[src/rtl/rob_commit_queue.sv]
// Reorder buffer: in-order allocation, out-of-order writeback, in-order single-entry commit.
// Commit outputs are registered; status, forwarding and writeback-accept outputs are combinational.
module rob_commit_queue #(
  parameter int ROB_WIDTH = 3
) (
  input  logic                 clk_in,
  input  logic                 rst_in,
  input  logic                 rdy_in,
  input  logic                 flush,
  input  logic                 dec_rdy,
  input  logic [4:0]           dec_rd,
  output logic                 dec_full,
  output logic [ROB_WIDTH-1:0] dec_rob_id,
  input  logic                 rs_rdy,
  input  logic [ROB_WIDTH-1:0] rs_rob_id,
  input  logic [31:0]          rs_data,
  output logic                 rs_en,
  input  logic [ROB_WIDTH-1:0] query_id,
  output logic                 query_ready,
  output logic [31:0]          query_data,
  output logic                 commit_en,
  output logic [4:0]           commit_rd,
  output logic [31:0]          commit_data,
  output logic [ROB_WIDTH-1:0] commit_rob_id
);

  localparam int ROB_SIZE = 2 ** ROB_WIDTH;
  localparam logic [ROB_WIDTH:0] FULL_CNT = (ROB_WIDTH + 1)'(ROB_SIZE);

  logic [ROB_SIZE-1:0]  present_q, present_d;
  logic [ROB_SIZE-1:0]  ready_q, ready_d;
  logic [4:0]           rd_q   [ROB_SIZE];
  logic [4:0]           rd_d   [ROB_SIZE];
  logic [31:0]          data_q [ROB_SIZE];
  logic [31:0]          data_d [ROB_SIZE];
  logic [ROB_WIDTH-1:0] head_q, head_d, tail_q, tail_d;
  logic [ROB_WIDTH:0]   count_q, count_d;

  logic                 commit_en_q, commit_en_d;
  logic [4:0]           commit_rd_q, commit_rd_d;
  logic [31:0]          commit_data_q, commit_data_d;
  logic [ROB_WIDTH-1:0] commit_id_q, commit_id_d;

  logic active_s, alloc_s, wb_s, commit_s, bypass_s;

  assign active_s   = rdy_in & ~flush;
  assign dec_full   = (count_q == FULL_CNT);
  assign dec_rob_id = tail_q;
  assign rs_en      = active_s;
  assign alloc_s    = dec_rdy & ~dec_full & active_s;
  assign wb_s       = rs_rdy & active_s & present_q[rs_rob_id];
  // Commit looks only at stored ready, giving exactly one cycle from writeback to commit.
  assign commit_s   = active_s & present_q[head_q] & ready_q[head_q];

  // Operand forwarding with same-cycle bypass of an offered result.
  assign bypass_s    = rs_rdy & (rs_rob_id == query_id) & present_q[query_id];
  assign query_ready = bypass_s ? 1'b1 : ready_q[query_id];
  assign query_data  = bypass_s ? rs_data : data_q[query_id];

  assign commit_en     = commit_en_q;
  assign commit_rd     = commit_rd_q;
  assign commit_data   = commit_data_q;
  assign commit_rob_id = commit_id_q;

  // Next-state for entries and pointers; flush overrides every other update.
  always_comb begin
    present_d = present_q;
    ready_d   = ready_q;
    rd_d      = rd_q;
    data_d    = data_q;
    head_d    = head_q;
    tail_d    = tail_q;
    count_d   = count_q;
    if (flush) begin
      present_d = '0;
      ready_d   = '0;
      head_d    = '0;
      tail_d    = '0;
      count_d   = '0;
    end else begin
      if (wb_s) begin
        ready_d[rs_rob_id] = 1'b1;
        data_d[rs_rob_id]  = rs_data;
      end
      if (commit_s) begin
        present_d[head_q] = 1'b0;
        ready_d[head_q]   = 1'b0;
        head_d            = head_q + ROB_WIDTH'(1);
      end
      if (alloc_s) begin
        present_d[tail_q] = 1'b1;
        ready_d[tail_q]   = 1'b0;
        rd_d[tail_q]      = dec_rd;
        tail_d            = tail_q + ROB_WIDTH'(1);
      end
      case ({alloc_s, commit_s})
        2'b10:   count_d = count_q + (ROB_WIDTH + 1)'(1);
        2'b01:   count_d = count_q - (ROB_WIDTH + 1)'(1);
        default: count_d = count_q;
      endcase
    end
  end

  // Commit pulse is one cycle; payload holds its last value between commits.
  always_comb begin
    commit_en_d   = commit_s;
    commit_rd_d   = commit_s ? rd_q[head_q]   : commit_rd_q;
    commit_data_d = commit_s ? data_q[head_q] : commit_data_q;
    commit_id_d   = commit_s ? head_q         : commit_id_q;
  end

  // State registers with asynchronous reset.
  always_ff @(posedge clk_in or posedge rst_in) begin
    if (rst_in) begin
      present_q     <= '0;
      ready_q       <= '0;
      head_q        <= '0;
      tail_q        <= '0;
      count_q       <= '0;
      commit_en_q   <= 1'b0;
      commit_rd_q   <= 5'd0;
      commit_data_q <= 32'd0;
      commit_id_q   <= '0;
      for (int i = 0; i < ROB_SIZE; i++) begin
        rd_q[i]   <= 5'd0;
        data_q[i] <= 32'd0;
      end
    end else begin
      present_q     <= present_d;
      ready_q       <= ready_d;
      head_q        <= head_d;
      tail_q        <= tail_d;
      count_q       <= count_d;
      commit_en_q   <= commit_en_d;
      commit_rd_q   <= commit_rd_d;
      commit_data_q <= commit_data_d;
      commit_id_q   <= commit_id_d;
      rd_q          <= rd_d;
      data_q        <= data_d;
    end
  end

endmodule
[config.mk]
export PLATFORM = sky130hd
export DESIGN_NAME = rob_commit_queue
export DESIGN_NICKNAME = d
export VERILOG_FILES = /design/src/rtl/rob_commit_queue.sv
export SDC_FILE = /design/constraint.sdc
export NUM_CORES = 1
export LEC_CHECK = 0
export ABC_AREA = 1
export BUFFER_PORTS_ARGS = -buffer_cell sky130_fd_sc_hd__buf_2
export CORE_ASPECT_RATIO = 0.75
export CORE_MARGIN = 8
export CORE_UTILIZATION = 50
export DETAILED_ROUTE_END_ITERATION = 8
export PLACE_DENSITY = 0.77
export SYNTH_ARGS = -nofsm -noshare
export SYNTH_HDL_FRONTEND = slang
export SYNTH_SLANG_ARGS = --single-unit
[constraint.sdc]
create_clock -name clk_in -period 9.65 [get_ports clk_in]
set_input_delay 0.4825 -clock clk_in [delete_from_list [all_inputs] [get_ports clk_in]]
set_output_delay 0.4825 -clock clk_in [all_outputs]
set_load 0.03 [all_outputs]
==> results of run 1 <==
[state kept, by name (all words and copies together), names as in the netlist, 4 cells and up]
| register | flops |
|---|---|
| commit_data | 32 |
| present_q | 8 |
| ready_q | 8 |
| commit_rd | 5 |
| count_q | 4 |
| data_q | 256 |
| rd_q | 40 |
[final timing paths]
path                       startpoint               to  slack (ns)  depth (start not counted)
max                         head_q[0]     present_q[2]        5.25                         11
max in group asynchronous      rst_in      data_q[195]        7.89                          4
min                            rst_in  commit_data[25]        0.24                          3
max reg2reg                 head_q[0]     present_q[2]        5.25                         11
min reg2reg                data_q[84]       data_q[84]        0.48                          2
min in group clk_in             flush     present_q[4]        0.30                          2
[layer usage]
layer / share of wire (%) / vias up / global-route usage [%]
met1: 43 / 8132 / 33.4
met4: 3.0 / 0 / 7.97
li1: - / 8063 / -
met5: 0 / - / 0
met3: 8.6 / 123 / 3.77
met2: 46 / 842 / 38.3
[worst max-delay path, cell delays in order, from the launching register on]
cell and delay [ns]:
dfrtp_4 0.41, buf_4 0.79, buf_4 1.01, nand2_1 0.14, nand3_1 0.14, nand3_1 0.11, nor2_2 0.20, nand2_4 0.54
nor2_4 0.41, a21oi_1 0.11, o21ai_0 0.17, inv_1 0.06
[area by class of cell]
class	count	area [um^2]	share of cell area [%]
clock buffer	47	1050	5.14
clock inverter	14	98.8	0.486
inverter	215	811	3.98
multi-input combinational	1649	7860	38.6
sequential	363	9090	44.6
tap	504	631	3.10
timing repair buffer	148	825	4.05
[logic make-up after synthesis]
family | synth area share [%]
XOR/XNOR | 0.0933
buffers and inverters | 10.2
flip-flops | 48.4
adder cells (fa/ha/maj) | 0.267
AND/OR/NAND/NOR | 16.8
AO/OA/AOI/OAI | 24.3
[through the flow]
step	setup WS (ns)	total power, mW
floorplan	4.30	1.80
global placement	5.55	1.89
detailed placement	5.45	1.89
CTS	5.43	3.28
global route	4.94	3.37
finish	5.25	3.26
[power by group through the flow]
stage	registers (mW)	clock network [mW]	logic [mW]
after global routing	1.59	1.47	0.315
after global placement	1.61	0	0.276
after CTS	1.58	1.41	0.284
after detailed placement	1.61	0	0.282
final	1.58	1.39	0.282
after floorplan	1.61	0	0.186
[layout by cell type, fill, tap and decap left out, drive strengths merged, types with 47 or more instances in the layout]
cell	synthesis	final
o211ai	68	68
inv	215	215
dfrtp	363	363
clkbuf	99	47
nand2	496	496
o21ai	592	592
a21oi	151	151
nor2	138	138
buf	87	148
nand3	131	131
==> results.md, run 1 <==
- Synth top area share: between 40 and 50%
- # setup viols final: 0
- Pint: roughly 2.4 mW
- Most numerous cell in the Yosys netlist: o21ai_0
- Routed vias/inst: about 6
- Cell Pwr Density: between 150 and 200 mW/mm^2
- RSZ-0062 raised after global routing: false
- Initial DRC count: around 2200
- Max Cap Viol: 0
- Area after DPL: between 0.015 and 0.02 mm^2
- Synthesized instance count: between 2000 and 2500
- #FFs+latches synth: approximately 360
- Setup crit start kind: register
- CTS resizes: 0
- Actual slew at the worst max-slew pin: 1.18 ns
- Clock root buffer: clkbuf_16
- Synthesized area per cell: ~8 um^2
- Wire length per cell: 18.4 um
- # Post-CTS Setup Buffers: 0
- CTS max path bufs: 3
- Max Clk Rate: approximately 230 MHz
- WL final: ~54000 um
- DIE HEIGHT: about 180 um
- Min Tclk post-route: 4.40 ns
- Overall Global Routing Usage: around a quarter
- Req. time, crit path: approximately 10 ns
- Worst VDD drop: around 0.13 mV
- Type of the worst setup path: register to register
- Syn nets: ~2500
- Final period util: a little under half
- Leading area contributor after synthesis: dfrtp_1
- YS warnings: 0
- CTS buffer count: 38
- EDFF count, synth: 0
- Outcome: finished, final reports clean
- First drt pass iteration count: 6
- GP Congestion: 0.909
- DRC: 0
- Relative slew slack: a little over a fifth
- Final Core Density: between 50% and 60%
- Htree depth: 2
- Logic pwr share: roughly 8.7%
- Overflow after GRT: 0
- Final HPWL from detailed placement: around 31000 um
- Skew final: approximately 0.02 ns
- Vias in the first global route: 15900
- Clock sink total: approximately 360
- First-pass GRT wire length: ~86000 um
- Cell Area, Synth: between 0.015 and 0.02 mm^2
- Port Buffers: 127
- Fin Hold WS: 0.239 ns
- Core Rows: between 60 and 70
- Layout cells sized above 1: a little under a tenth
- Die Wd: 240 um
- Die area: 0.0441 mm^2
- Clk pwr share: a little over two fifths
- Register share of total power: about half
- Crit path max fanout: between 100 and 150
- Cell Count, Final, Fillers Out: around 2900
- # hold bufs at CTS: 0
- Ports: between 100 and 150
- Yosys cell types: 30
- Initial core utilization: 50.7%
- Clk pin slew, worst setup/hold paths: ~0.06 ns
- Antenna Nets Post-Route: 0
- Core ar.: 0.0370 mm^2
- Switch Pwr: approximately 0.83 mW
- Vias: roughly 17000
- # fillers: between 3000 and 4000
- Worst Hold Class: primary input to async pin
- Setup crit end kind: register
- Synth top cells by count: 545 x o21ai_0, 495 x nand2_1, 363 x dfrtp_1, 208 x inv_1, 151 x a21oi_1
- Synth Flop Type: dfrtp_1
- Cell Count Post-Placement: approximately 2900
- Setup TNS Final: 0 ns
- Ys async rst share: between 90% and 100%
- Final nets: roughly 2500
- Slew Viols, Final: 0
- Lkg Pwr: 9.17 nW
- Endpoints failing hold: 0
- Post-route cell area: 0.0204 mm^2
- CTS tree: built
- Largest net degree at the start of global routing: roughly 190
- Ant diodes: 0
- Area growth syn-to-layout: 8.42%
- Initial antenna violation count: 0
- Dominant cells by area after synthesis: dfrtp_1 48%, o21ai_0 15%, nand2_1 9.9%
- Sw frac: about 26%
- WP data arrival: between 4 and 5 ns
- Seq/Total Area, Yosys: between 40% and 50%
- Clock latency on the worst-skew pair: about 0.54 ns
Power figures use the tool's default switching activity.
==> run 2, diff against run 1 <==
Clock period 9.65 ns to 3.7 ns, I/O delays scaled along.
==> run 2 against run 1 <==
Hold slack worse by 0.21 ns. Setup slack lost 4.8 ns. Total power increased to 2.7 times the previous value. Global-route usage is 0.78 points higher. Largest power group unchanged. Highest routed layer unchanged.
==> results.md, run 2 (synthesis gave the netlist of run 1 again) <==
- Commonest non-fill, non-tap cell in the layout: o21ai_0
- Initial core utilization: 50.7% (unchanged)
- Antenna Nets Post-Route: 0 (unchanged)
- Die area: 0.0441 mm^2 (unchanged)
- CP delay by family, top: compound AO/OA/AOI/OAI gates
- Cell Pwr Density: 427 mW/mm^2 (+170%)
- Max reg flops: 256 (unchanged)
- Register share of total power: 46.9% (-1.7 points)
- Fin Hold WS: 0.0296 ns (-0.210 ns)
- Area of the multi-input gates: 0.00786 mm^2 (unchanged)
- Most frequent cells in the layout: 544 x o21ai_0, 494 x nand2_1, 362 x dfrtp_1
- Hold EP: data_q[7]
- Register area: 0.00909 mm^2 (unchanged)
- CTS buffer count: 38 (unchanged)
- Largest Register: data_q
- Clock sink total: 363 (unchanged)
- Overflow after GRT: 0 (unchanged)
- Initial DRC count: 2044 (-8.7%)
- WL final: 55100 um (+1.6%)
- FF-to-FF Start: head_q[0]
- CP peak stage delay: 0.81 ns (-0.20 ns)
- Final nets: 2487 (+0.77%)
- Ant diodes: 0 (unchanged)
- Area growth syn-to-layout: 9.91%
- Die Wd: 240 um (unchanged)
- Relative slew slack: 15.6% (-5.9 points)
- Outcome: finished, final reports clean
- Switch Pwr: 2.18 mW (+160%)
- CTS tree: built
- Htree depth: 2 (unchanged)
- Wire length per cell: 18.6 um (+0.72%)
- Routed vias/inst: 5.80 (-0.71%)
- Core ar.: 0.0370 mm^2 (unchanged)
- Lkg Pwr: 9.30 nW (+1.5%)
- Actual slew at the worst max-slew pin: 1.27 ns (+0.0878 ns)
- Clk pwr share: 44.6% (+1.8 points)
- Setup crit end kind: output pin
- Req. time, crit path: 3.51 ns (-6.56 ns)
- Clock root buffer: clkbuf_16
- Initial antenna violation count: 0 (unchanged)
- # setup viols final: 0 (unchanged)
- Worst Reg2Reg Path Length in Cells: 9 (-2)
- Type of the worst setup path: register to output pin
- Overall Global Routing Usage: 24.9% (+0.78 points)
- Crit path buf inv count: 2 (-1)
- Final HPWL from detailed placement: 33600 um (+8.0%)
- Vias in the first global route: 16500 (+3.4%)
- Hold_sp: rs_data[7]
- Final period util: 87.2%
- Slowest CP cell: o21ai_4
- Core Rows: 61 (unchanged)
- Vias: 17200 (+0.13%)
- WP data arrival: 3.04 ns (-1.78 ns)
- Setup slack after layout: 0.474 ns (-4.77 ns)
- Worst VDD drop: 0.393 mV (+200%)
- Worst Hold Class: primary input to register
- Layout cells sized above 1: 10.1% (+0.55 points)
- Sw frac: 24.8% (-0.82 points)
- Worst Hold Depth: 3
- Final Core Density: 55.8% (+0.76 points)
- Min Tclk post-route: about 3.2 ns
- CTS max path bufs: 3 (unchanged)
- Clk pin slew, worst setup/hold paths: 0.06 ns (about the same)
- Max Clk Rate: just over 300 MHz
- Slew Viols, Final: 0 (unchanged)
- Ports: 128 (unchanged)
- Max Cap Viol: 0 (unchanged)
- Logic pwr share: 8.5% (-0.2 points)
- Crit path max fanout: 32 (-72%)
- First-pass GRT wire length: 89200 um (+3.4%)
- First drt pass iteration count: 6 (unchanged)
- RSZ-0062 raised after global routing: false
- Clock latency on the worst-skew pair: 0.54 ns (about the same)
- DRC: 0 (unchanged)
- Setup TNS Final: 0 ns (unchanged)
- Port Buffers: 127 (unchanged)
- Crit-path cells: a21oi_1 > o21ai_0 > nand3_1 > a21oi_1 > o21ai_4 > buf_4 > nand3_1 > o21ai_0 > buf_2
- Reg2reg setup slack: 0.95 ns (-4.30 ns)
- Largest net degree at the start of global routing: 142 (-23%)
- Setup crit start kind: register
- # fillers: 3392 (-0.029%)
- Skew final: 0.0235 ns (+0.00333 ns)
- GP Congestion: 0.969 (+6.6%)
- DIE HEIGHT: 184 um (unchanged)
- # Post-CTS Setup Buffers: 0 (unchanged)
- Setup WS pre-CTS: 0.543 ns (-4.91 ns)
- Endpoints failing hold: 0 (unchanged)
- Pint: 6.62 mW (+170%)
- R2r endpoint: commit_data[24]
-- run 2: changes by cell type in the layout (fill, tap and decap cells not counted), sizes merged --
| cell | before | now |
|---|---|---|
| clkbuf | 47 | 55 |
| clkinv | 12 | 6 |
| clkinvlp | 1 | 2 |
| dlygate4sd3 | 0 | 1 |
| buf | 148 | 166 |
| bufinv | 1 | 4 |
-- run 2: worst max path at each step --
| stage | startpoint | slack (ns) | end | cells after the start |
|---|---|---|---|---|
| 6_report | present_q[1] | 0.47 | query_data[1] | 9 |
| 3_3_place_gp | flush | 0.59 | data_q[27] | 8 |
| 4_1_cts | present_q[1] | 0.49 | query_data[1] | 9 |
| 5_1_grt | present_q[4] | 0.29 | query_data[5] | 9 |
| 2_1_floorplan | rst_in | -1.35 | commit_data[0] | 1 |
| 3_5_place_dp | flush | 0.54 | data_q[27] | 8 |
-- run 2: worst reg2reg max path: cells and delay by family, from the launching register on --
family	cells	cell delay (ns)
flip-flops	1	0.63
AO/OA/AOI/OAI	1	0.18
AND/OR/NAND/NOR	5	0.85
buffers and inverters	3	0.96
-- run 2: per-layer routing --
metal / part of all wire (%) / vias up / wire length [um] / GRT usage [%]
met5: 0 / - / 0 / 0
met4: 2.2 / 0 / 1220 / 7.36
met3: 8.9 / 92 / 4890 / 4.52
met2: 46 / 839 / 25200 / 39.1
met1: 43 / 8152 / 23700 / 34.9
li1: - / 8100 / - / -
-- run 2: timing repair --
item,in CTS,in global routing
gates resized for setup,0,0
hold endpoints to repair,11,0
hold buffers,1,0
-- run 2: area by class of cell --
type	instances	area share [%]
sequential	363	44.0
clock inverter	12	0.818
timing repair buffer	167	4.76
multi-input combinational	1649	38.1
inverter	215	3.93
clock buffer	55	5.32
tap	504	3.06
-- run 2: power by group through the flow --
stage | combinational, mW | clock, mW | sequential, mW
3_3_place_gp | 0.729 | 0 | 4.20
3_5_place_dp | 0.746 | 0 | 4.20
2_1_floorplan | 0.486 | 0 | 4.21
6_report | 0.746 | 3.93 | 4.13
4_1_cts | 0.749 | 4.00 | 4.13
5_1_grt | 0.835 | 4.17 | 4.14
-- run 2: per-stage QoR --
step / std cells / power (mW) / instance area, um^2
finish: 2965 / 8.80 / 20600
floorplan: 2413 / 4.69 / 18800
detailed placement: 2897 / 4.95 / 19400
global route: 2965 / 9.14 / 20600
global placement: 2897 / 4.93 / 19400
CTS: 2965 / 8.88 / 20600
